**src/rtl/wb_arbiter_pkg.sv**
```systemverilog
// Shared types and constants for the writeback arbiter and its scoreboard.
package wb_arbiter_pkg;

  localparam int ADDR_WIDTH = 5;
  localparam int DATA_WIDTH = 32;

  localparam logic [ADDR_WIDTH-1:0] ZERO_REG = '0;

  typedef struct packed {
    logic                  valid;
    logic [ADDR_WIDTH-1:0] rd;
    logic [DATA_WIDTH-1:0] data;
  } wb_req_t;

endpackage

```
**src/rtl/wb_scoreboard.sv**
```systemverilog
// Per-register pending-write bits with one set port, one clear port and two lookups.
module wb_scoreboard
  import wb_arbiter_pkg::*;
#(
  parameter int ADDR_WIDTH = wb_arbiter_pkg::ADDR_WIDTH
) (
  input  logic                  clk,
  input  logic                  rst,
  input  logic                  set_i,
  input  logic [ADDR_WIDTH-1:0] set_addr_i,
  input  logic                  clr_i,
  input  logic [ADDR_WIDTH-1:0] clr_addr_i,
  input  logic [ADDR_WIDTH-1:0] raddr1_i,
  input  logic [ADDR_WIDTH-1:0] raddr2_i,
  output logic                  busy1_o,
  output logic                  busy2_o
);

  localparam int NREGS = 2 ** ADDR_WIDTH;

  logic [NREGS-1:0] busy_q;
  logic [NREGS-1:0] busy_d;

  // Set is applied after clear so a same-cycle issue to a retiring register stays busy.
  always_comb begin
    busy_d = busy_q;
    if (clr_i && clr_addr_i != ZERO_REG) busy_d[clr_addr_i] = 1'b0;
    if (set_i && set_addr_i != ZERO_REG) busy_d[set_addr_i] = 1'b1;
  end

  always_ff @(posedge clk or posedge rst) begin
    if (rst) busy_q <= '0;
    else     busy_q <= busy_d;
  end

  assign busy1_o = busy_q[raddr1_i];
  assign busy2_o = busy_q[raddr2_i];

endmodule

```
**src/rtl/wb_arbiter.sv**
```systemverilog
// Writeback stage: arbitrates execute/LSU results onto the register-file write port,
// tracks pending writes and forwards the in-flight write to decode.
module wb_arbiter
  import wb_arbiter_pkg::*;
#(
  parameter int ADDR_WIDTH   = wb_arbiter_pkg::ADDR_WIDTH,
  parameter int DATA_WIDTH   = wb_arbiter_pkg::DATA_WIDTH,
  parameter int STARVE_LIMIT = 4
) (
  input  logic                  clk,
  input  logic                  rst,
  input  logic                  src0_valid,
  output logic                  src0_ready,
  input  logic [ADDR_WIDTH-1:0] src0_rd,
  input  logic [DATA_WIDTH-1:0] src0_data,
  input  logic                  src1_valid,
  output logic                  src1_ready,
  input  logic [ADDR_WIDTH-1:0] src1_rd,
  input  logic [DATA_WIDTH-1:0] src1_data,
  input  logic                  iss_valid,
  input  logic [ADDR_WIDTH-1:0] iss_rd,
  output logic                  rf_wen,
  output logic [ADDR_WIDTH-1:0] rf_waddr,
  output logic [DATA_WIDTH-1:0] rf_wdata,
  input  logic [ADDR_WIDTH-1:0] raddr1,
  input  logic [ADDR_WIDTH-1:0] raddr2,
  output logic                  fwd1_valid,
  output logic                  fwd2_valid,
  output logic [DATA_WIDTH-1:0] fwd1_data,
  output logic [DATA_WIDTH-1:0] fwd2_data,
  output logic                  busy1,
  output logic                  busy2
);

  localparam int CNT_W = $clog2(STARVE_LIMIT + 1);
  localparam logic [CNT_W-1:0] STARVE_MAX = CNT_W'(STARVE_LIMIT);

  logic [CNT_W-1:0]      starve_q, starve_d;
  logic                  rf_wen_q, rf_wen_d;
  logic [ADDR_WIDTH-1:0] rf_waddr_q, rf_waddr_d;
  logic [DATA_WIDTH-1:0] rf_wdata_q, rf_wdata_d;

  logic                  grant0, grant1, xfer;
  logic [ADDR_WIDTH-1:0] win_rd;
  logic [DATA_WIDTH-1:0] win_data;
  logic                  sb_busy1, sb_busy2;

  // src0 has priority unless src1 has been denied for STARVE_LIMIT cycles in a row.
  always_comb begin
    grant1   = src1_valid && (!src0_valid || starve_q == STARVE_MAX);
    grant0   = src0_valid && !grant1;
    xfer     = grant0 || grant1;
    win_rd   = grant1 ? src1_rd   : src0_rd;
    win_data = grant1 ? src1_data : src0_data;

    starve_d = '0;
    if (src1_valid && !grant1)
      starve_d = (starve_q == STARVE_MAX) ? starve_q : starve_q + 1'b1;

    rf_wen_d   = xfer && win_rd != ZERO_REG;
    rf_waddr_d = xfer ? win_rd   : rf_waddr_q;
    rf_wdata_d = xfer ? win_data : rf_wdata_q;
  end

  always_ff @(posedge clk or posedge rst) begin
    if (rst) begin
      starve_q   <= '0;
      rf_wen_q   <= 1'b0;
      rf_waddr_q <= '0;
      rf_wdata_q <= '0;
    end else begin
      starve_q   <= starve_d;
      rf_wen_q   <= rf_wen_d;
      rf_waddr_q <= rf_waddr_d;
      rf_wdata_q <= rf_wdata_d;
    end
  end

  wb_scoreboard #(.ADDR_WIDTH(ADDR_WIDTH)) u_scoreboard (
    .clk        (clk),
    .rst        (rst),
    .set_i      (iss_valid),
    .set_addr_i (iss_rd),
    .clr_i      (xfer),
    .clr_addr_i (win_rd),
    .raddr1_i   (raddr1),
    .raddr2_i   (raddr2),
    .busy1_o    (sb_busy1),
    .busy2_o    (sb_busy2)
  );

  assign src0_ready = grant0;
  assign src1_ready = grant1;
  assign rf_wen     = rf_wen_q;
  assign rf_waddr   = rf_waddr_q;
  assign rf_wdata   = rf_wdata_q;

  // A register whose write is on the port this cycle is bypassed rather than stalled.
  assign fwd1_valid = rf_wen_q && rf_waddr_q == raddr1 && raddr1 != ZERO_REG;
  assign fwd2_valid = rf_wen_q && rf_waddr_q == raddr2 && raddr2 != ZERO_REG;
  assign fwd1_data  = rf_wdata_q;
  assign fwd2_data  = rf_wdata_q;
  assign busy1      = sb_busy1 && !fwd1_valid;
  assign busy2      = sb_busy2 && !fwd2_valid;

endmodule
```
**config.mk**
```make
export PLATFORM = sky130hd
export DESIGN_NAME = wb_arbiter
export DESIGN_NICKNAME = d
export VERILOG_FILES = /design/src/rtl/wb_arbiter_pkg.sv /design/src/rtl/wb_scoreboard.sv /design/src/rtl/wb_arbiter.sv
export SDC_FILE = /design/constraint.sdc
export NUM_CORES = 1
export LEC_CHECK = 0
export BUFFER_PORTS_ARGS = -buffer_cell sky130_fd_sc_hd__buf_2
export CORE_ASPECT_RATIO = 0.6
export CORE_MARGIN = 2
export CORE_UTILIZATION = 30
export CTS_CLUSTER_DIAMETER = 50
export DETAILED_ROUTE_END_ITERATION = 12
export GPL_ROUTABILITY_DRIVEN = 0
export PLACE_DENSITY = 0.62
export SLEW_MARGIN = 20
export SYNTH_ARGS = -nofsm -noshare
export SYNTH_HDL_FRONTEND = slang
export SYNTH_SLANG_ARGS = --single-unit
```
**constraint.sdc**
```tcl
create_clock -name clk -period 2.5 [get_ports clk]
set_input_delay 0.5 -clock clk [delete_from_list [all_inputs] [get_ports clk]]
set_output_delay 0.5 -clock clk [all_outputs]
set_load 0.005 [all_outputs]
```
After elaboration in Yosys (flattened, before gate mapping):

Cells that the tools add are included.

* flip-flop bits (word level): 73
* bits of input ports: 94
* output and inout port bits: 108
* word-level logic and storage cells: 56

* $add $sub $neg: 1
* $lt $le $gt $ge: 6
* equality and inequality tests: 4
* muxes and demuxes: 14
* bitwise gates (word level): 3
* reductions and logical operators: 23

Operators by type and width (count)
* 32-bit 2-to-1 mux: 3
* 32-bit AND: 1
* 32-bit NOT: 1
* 32-bit bitwise OR: 1
* 5-bit by 6-bit less-than comparator with 1-bit output (second input constant): 4
* 5-bit nonzero test: 4
* 1-bit logical AND: 13
* 1-bit binary-select mux with 5-bit select: 2
* 1-bit demux with 5-bit select: 2
* 5-bit == test: 2
* 5-bit by 1-bit >= comparator with 1-bit output (second input constant): 2
* 3-bit 2-to-1 mux: 2
* 5-bit 2-to-1 mux: 1
* 1-bit logical NOT: 4
* 1-bit 2-to-1 mux: 4
* 3-bit by 1-bit adder with 3-bit output (second input constant): 1
* 3-bit == test (second input constant): 1
* 1-bit logical OR: 2
* 2-bit inequality test (second input constant): 1

Depth between registers and ports, before layout:

Gate-level depths: netlist (run 1).

* depth in word-level cells: 13
* mapped depth: 8

By module:

A second synthesis (run 1) with hierarchy kept.

* cells, all modules: 470
* area total of the unflattened synthesis: 4573.1 µm²

By module, submodules not included
* wb_arbiter: times used 1, cells an instance 258, area an instance 2598.7 µm², seq. area each 1026.0 µm²
* wb_scoreboard: times used 1, cells an instance 212, area an instance 1974.4 µm², seq. area each 800.8 µm²

Least setup slack after synthesis (run 1):

Ideal clock, no wire load.

* kind: input -> output
* from: in raddr1[1]
* to: out busy1
* data arrival time: 1.780 ns
* required time: 2.000 ns
* slack: 0.220 ns
* stages on the path: 5
* buffers on the path: 1
* path through: buf_2 mux4_2 mux2_2 nor3b_1 a2111oi_2

* word-level cells in the longest chain between the ends: 5
* elaborated cells between the ends (all ways): 8

RTL lines
* from (decl): line wb_arbiter.sv:25 `input logic [ADDR_WIDTH-1:0] raddr1,`
* parallel branches: the longest is 4 deep, another holds 1-bit binary-select mux with 5-bit select
* 1-bit logical AND *: line wb_arbiter.sv:103 `assign busy1 = sb_busy1 && !fwd1_valid;`
* to (decl): line wb_arbiter.sv:31 `output logic busy1,`

Mark *: on every way between the ends. The select of a mux whose other input is x is not followed.

Worst setup path after layout (run 1):

* from: reg u_scoreboard.busy_q[29]
* to: out busy1

* word-level cells in the longest chain between the ends: 3

RTL lines
* from (decl): line wb_scoreboard.sv:21 `logic [NREGS-1:0] busy_q;`
* from (signal assigned): line wb_scoreboard.sv:33 `else busy_q <= busy_d;`
* 1-bit binary-select mux with 5-bit select: line wb_scoreboard.sv:36 `assign busy1_o = busy_q[raddr1_i];`
* 1-bit 2-to-1 mux (not written as such): line wb_scoreboard.sv:36
* 1-bit logical AND: line wb_arbiter.sv:103

No other way between the ends. The select of a mux whose other input is x is not followed.

==> flow_metrics.py, run 1 <==
metrics = {
    "clocking": {
        "clock_latency_ns": 0.33,
        "cts_max_path_buffers": 2,
        "cts_hold_buf": 0,
        "cts.sinks": 73,
        "cts-htree-levels": 3,
        "clkTransAtPathRegs_ns": 0.06,
        "cts_buffers": 9,
        "tritoncts": "done",
        "root_buffer": "clkbuf_16",
    },
    "yosys": {
        "ys_warn_count": 0,
        "synth.most_common_cell": "nand2_1",
        "yosys_most_used_dff": "dfrtp_1",
        "synth_top_area_cell": "dfrtp_1",
        "ys_top_cells_by_area": "dfrtp_1 40%, buf_4 11%, nand2_1 6.1%",
        "ys_top_cells_by_count": "74 x nand2_1, 73 x dfrtp_1, 67 x buf_4, 39 x o21ai_0, 32 x a22oi_1",
        "syn_area_per_cell_um2": 9.63,
        "syn_area_um2": 4550,
        "synth_edf_count": 0,
        "synth_nets": 568,
        "yosysSeqAreaShare_pct": 40.2,
        "synthArstFlopShare_pct": 100,
        "synth.top_cell.area_share_pct": 40.2,
        "synth_cells": 472,
        "yosys.cell_types.count": 48,
        "synth-seq-cells": 73,
    },
    "setup_path": {
        "cp_cell_sequence": "mux2i_1 -> mux4_2 -> and3_1 -> a2111oi_2 -> buf_2",
        "r2r-start": "starve_q[0]$_DFFE_PP0P_",
        "ff2ff_setup_slack_ns": 0.31,
        "critPathLaunchType": "flip-flop",
        "cp_data_required_time_ns": 2.00,
        "crit_slowest_cell": "dfrtp_1",
        "cp-end-kind": "primary output",
        "r2r-end": "u_scoreboard.busy_q[24]$_DFF_PP0_",
        "path_class": "flip-flop to primary output",
        "crit_fanout": 3,
        "crit_start": "u_scoreboard.busy_q[29]$_DFF_PP0_",
        "worstSetupEndpoint": "busy1",
        "critPathMaxStageDelay_ns": 0.48,
        "rr_worst_depth": 7,
        "critical_path_arrival_ns": 1.95,
    },
    "place": {
        "dpl.hpwl_mm": 11.3,
        "dp_slack_ns": 0.0996,
        "io_buffers": 201,
        "dpl_cell_area_um2": 5310,
    },
    "floorplanning": {
        "die_area_um2": 16200,
        "die_h_um": 99.4,
        "core_area_um2": 14600,
        "die_w_um": 163,
        "ioPinCount": 202,
        "start_util_pct": 31.1,
        "num_rows": 34,
    },
    "power": {
        "power.density_nw_per_um2": 709,
        "vdd_ir_drop_max_uv": 297,
        "leakage_nw": 2.73,
        "power_mw": 4.04,
    },
    "sta": {
        "whs_ns": 0.218,
        "fin_ws_ns": 0.0467,
        "grt_setup_unrepaired": "true",
        "slew_viol_final": 0,
        "skew_ns": 0.00985,
        "hold_viol": 0,
        "tns_ns": 0,
        "setup_viol": 0,
        "relSlewSlack_pct": 47.2,
        "fmax_mhz": 408,
        "worst_pin_slew_ns": 0.786,
        "period_needed_ns": 2.45,
        "post-route-period-util_pct": 98.1,
    },
    "route": {
        "vias": 4254,
        "drc_errors": 0,
        "wl_mm": 14.5,
        "wire_per_inst_um": 17.8,
        "ant_nets": 0,
        "vias_per_cell": 5.23,
        "drtIter0Drc": 445,
        "drt-pass1-iter-count": 5,
    },
    "global_routing": {
        "grt_pass1_vias": 3921,
        "grt_overflow": 0,
        "grt_pass1_wl_mm": 22.1,
        "track_usage_pct": 17.9,
        "grt_max_degree": 51,
        "grt_antenna_before_repair": 1,
    },
    "worst_hold_path": {
        "hp-class": "input port to asynchronous set/reset pin",
    },
    "finish": {
        "register_area_um2": 1840,
        "syn_to_final_growth_pct": 25.4,
        "drive_gt1_share_pct": 44.4,
        "fillers": 1458,
        "multiInputGateArea_um2": 2140,
        "nets": 707,
        "diodes": 0,
        "finalInstanceArea_um2": 5700,
    },
    "flow_run": {
        "max_cap_viol_count": 0,
    },
    "outcome": {
        "outcome": "completed",
    },
}
-- worst min path at each step --
stage | slack (ns) | cells after the start | end | from
5_1_grt | 0.26 | 2 | fwd1_data[27]$_DFFE_PP0P_ | rst
6_report | 0.22 | 2 | fwd1_data[27]$_DFFE_PP0P_ | rst
3_3_place_gp | 0.44 | 1 | starve_q[0]$_DFFE_PP0P_ | starve_q[0]$_DFFE_PP0P_
4_1_cts | 0.23 | 2 | fwd1_data[27]$_DFFE_PP0P_ | rst
2_1_floorplan | 0.43 | 1 | starve_q[0]$_DFFE_PP0P_ | starve_q[0]$_DFFE_PP0P_
3_5_place_dp | 0.44 | 0 | u_scoreboard.busy_q[0]$_DFF_PP0_ | u_scoreboard.busy_q[0]$_DFF_PP0_
-- logic make-up after synthesis --
| kind of cell | synth area share [%] |
|---|---|
| AOI/OAI and AO/OA | 18.1 |
| xor gates and xnor gates | 1.54 |
| adders and majority gates | 0.550 |
| buffers and inverters | 13.7 |
| DFF | 40.2 |
| muxes | 11.6 |
| and+or+nand+nor | 14.4 |
-- layer usage --
metal  wire length [µm]  global-route usage [%]
met5                  0                       0
met4                127                    3.95
met3               2080                    7.26
met1               6380                    26.2
met2               5880                    24.3
-- cell type report --
type                       instances  area share, %
timing repair buffer             215           19.7
sequential                        73           32.3
clock inverter                     4           1.34
inverter                           5          0.329
multi-input combinational        307           37.6
clock buffer                      11           4.43
tap                              198           4.34
-- power breakdown --
| group | leakage, nW | switching (mW) | internal (mW) |
|---|---|---|---|
| sequential | 0.880 | 0.288 | 1.39 |
| combinational | 1.69 | 0.462 | 0.483 |
| clock | 0.158 | 0.498 | 0.925 |
-- critical path, delay by kind of cell, from the launching register on --
family | cells | cell delay, ns
muxes | 2 | 0.58
and+or+nand+nor | 1 | 0.20
AOI/OAI and AO/OA | 1 | 0.20
DFF | 1 | 0.48
buffers and inverters | 1 | 0.17
-- registers in the layout (all words and copies together), names as in the netlist --
signal and count:
starve_q 3, rf_waddr 5, rf_wen 1, fwd1_data 32
u_scoreboard.busy_q 32
-- repair_timing --
item	4_1_cts	5_1_grt
pin swaps	0	0
endpoints found under the setup margin	2	2
buffers inserted	0	2
gates cloned	0	0
hold endpoints to repair	0	0
resized for setup	2	15
-- placed cells by master, fill, tap and decap left out, types with 6 or more instances in the layout --
cell / instances
dfrtp_2: 10
o31ai_1: 25
nand3b_1: 9
nor3_1: 6
mux4_2: 11
buf_2: 201
o21ai_0: 39
a22oi_1: 32
nor2_1: 14
buf_4: 13
clkbuf_16: 9
mux2i_1: 21
nand3_1: 7
nand2_1: 74
a21oi_1: 10
dfrtp_1: 63
-- stage by stage --
| step | std cells | util [%] |
|---|---|---|
| after floorplan | 472 | - |
| after global placement | 796 | 36.3 |
| after detailed placement | 796 | 36.3 |
| after CTS | 811 | 38.6 |
| after global routing | 813 | 39.0 |
| final | 813 | 39.0 |
No activity file was read; power rests on OpenSTA's default activity.
==> inputs of run 2 (changes only) <==
clock period = 2.84 ns   (was 2.5 ns; I/O delays follow)
==> flow_metrics.py, run 2 (synthesis results as in run 1) <==
metrics = {
    "floorplanning": {
        "die_w_um": 163,
        "die_area_um2": 16200,
        "num_rows": 34,
        "ioPinCount": 202,
        "start_util_pct": 31.1,
        "die_h_um": 99.4,
        "core_area_um2": 14600,
    },
    "sta": {
        "tns_ns": 0,
        "fin_ws_ns": 0.107,
        "post-route-period-util_pct": 96.2,
        "slew_viol_final": 0,
        "fmax_mhz": 366,
        "hold_viol": 0,
        "skew_ns": 0.00943,
        "relSlewSlack_pct": 48.1,
        "period_needed_ns": 2.73,
        "worst_pin_slew_ns": 0.773,
        "grt_setup_unrepaired": "false",
        "setup_viol": 0,
    },
    "setup_path": {
        "r2r-end": "u_scoreboard.busy_q[12]$_DFF_PP0_",
        "cp-end-kind": "primary output",
        "critical_path_arrival_ns": 2.16,
        "path_class": "flip-flop to primary output",
        "r2r-start": "starve_q[0]$_DFFE_PP0P_",
        "critPathMaxStageDelay_ns": 0.48,
        "critPathLaunchType": "flip-flop",
        "crit_fanout": 5,
        "cp_cell_sequence": "nor4_1 -> nor3_1 -> a21oi_1 -> nor2_1 -> a2111oi_0 -> buf_2",
        "worstSetupEndpoint": "busy2",
        "cp_data_required_time_ns": 2.27,
        "crit_start": "rf_waddr[0]$_DFFE_PP0P_",
        "cp.buffers_inverters": 1,
        "rr_worst_depth": 7,
        "path_depth": 6,
        "critical-path-top-delay-family": "simple AND/OR/NAND/NOR gates",
        "crit_slowest_cell": "nor4_1",
        "ff2ff_setup_slack_ns": 0.63,
    },
    "finish": {
        "finalNonFillerCells": 808,
        "layout_commonest_cell": "buf_2",
        "finalInstanceArea_um2": 5610,
        "drive_gt1_share_pct": 41.6,
        "mostFrequentLayoutCells": "201 x buf_2, 74 x nand2_1, 73 x dfrtp_1",
        "syn_to_final_growth_pct": 23.4,
        "diodes": 0,
        "nets": 701,
        "fin_util_pct": 38.3,
    },
    "clocking": {
        "cts_resized": 0,
        "cts_hold_buf": 0,
        "cts.sinks": 73,
        "clock_latency_ns": 0.33,
        "clkTransAtPathRegs_ns": 0.06,
        "cts_buffers": 9,
        "tritoncts": "done",
        "cts_setup_buffers": 0,
        "cts_max_path_buffers": 2,
        "cts-htree-levels": 3,
        "root_buffer": "clkbuf_16",
    },
    "route": {
        "vias": 4225,
        "ant_nets": 0,
        "drtIter0Drc": 412,
        "wl_mm": 14.5,
        "wire_per_inst_um": 17.9,
        "drc_errors": 0,
        "vias_per_cell": 5.23,
        "drt-pass1-iter-count": 6,
    },
    "global_routing": {
        "grt_pass1_vias": 3954,
        "grt_pass1_wl_mm": 21.6,
        "grt_antenna_before_repair": 0,
        "track_usage_pct": 17.4,
        "grt_overflow": 0,
        "grt_max_degree": 44,
    },
    "power": {
        "vdd_ir_drop_max_uv": 246,
        "leakage_nw": 2.70,
        "power.density_nw_per_um2": 628,
    },
    "place": {
        "dpl_cell_area_um2": 5280,
        "dpl.hpwl_mm": 11.3,
        "io_buffers": 201,
        "dp_slack_ns": 0.153,
        "placedCellCount": 792,
    },
    "outcome": {
        "outcome": "completed",
    },
    "worst_hold_path": {
        "hp-class": "input port to asynchronous set/reset pin",
    },
    "flow_run": {
        "max_cap_viol_count": 0,
    },
}
## run 2: cell count changes in the layout (fill, tap and decap cells not counted), sizes merged
| cell | previous run | this run |
|---|---|---|
| buf | 215 | 209 |
| inv | 5 | 6 |
| clkbuf | 11 | 10 |
| clkinv | 1 | 2 |
## run 2: layout make-up
class / count / area [µm²]
fillers: 1490 / 9020
flip-flops and latches: 73 / 1830
inverters: 5 / 18.8
clock inverters: 6 / 90.1
clock buffers: 10 / 239
multi-input cells: 307 / 2110
well taps: 198 / 248
repair buffers: 209 / 1080
## run 2: worst min-delay path by stage
stage,end,startpoint,slack [ns]
final,fwd1_data[28]$_DFFE_PP0P_,rst,0.35
after global routing,fwd1_data[31]$_DFFE_PP0P_,rst,0.41
after floorplan,starve_q[0]$_DFFE_PP0P_,starve_q[0]$_DFFE_PP0P_,0.43
after global placement,starve_q[0]$_DFFE_PP0P_,starve_q[0]$_DFFE_PP0P_,0.44
after detailed placement,starve_q[0]$_DFFE_PP0P_,starve_q[0]$_DFFE_PP0P_,0.45
after CTS,fwd1_data[30]$_DFFE_PP0P_,rst,0.36
## run 2: where the power goes
part           internal (mW)  switching, mW  leakage [nW]
combinational          0.410          0.401          1.65
sequential              1.21          0.251         0.891
clock                  0.796          0.450         0.159
## run 2: stage by stage
step,hold WS (ns),power (mW)
finish,0.350,3.52
global route,0.410,3.70
CTS,0.362,3.54
detailed placement,0.454,2.27
global placement,0.441,2.25
floorplan,0.428,1.95
## run 2: layer usage
layer  vias to the layer above  global-route usage, %  routed length (µm)
li1                       1906                      -                   -
met1                      2035                   24.4                6350
met2                       265                   25.2                6090
met3                        19                   6.34                1870
met4                         0                   4.36                 142
met5                         -                      0                   0
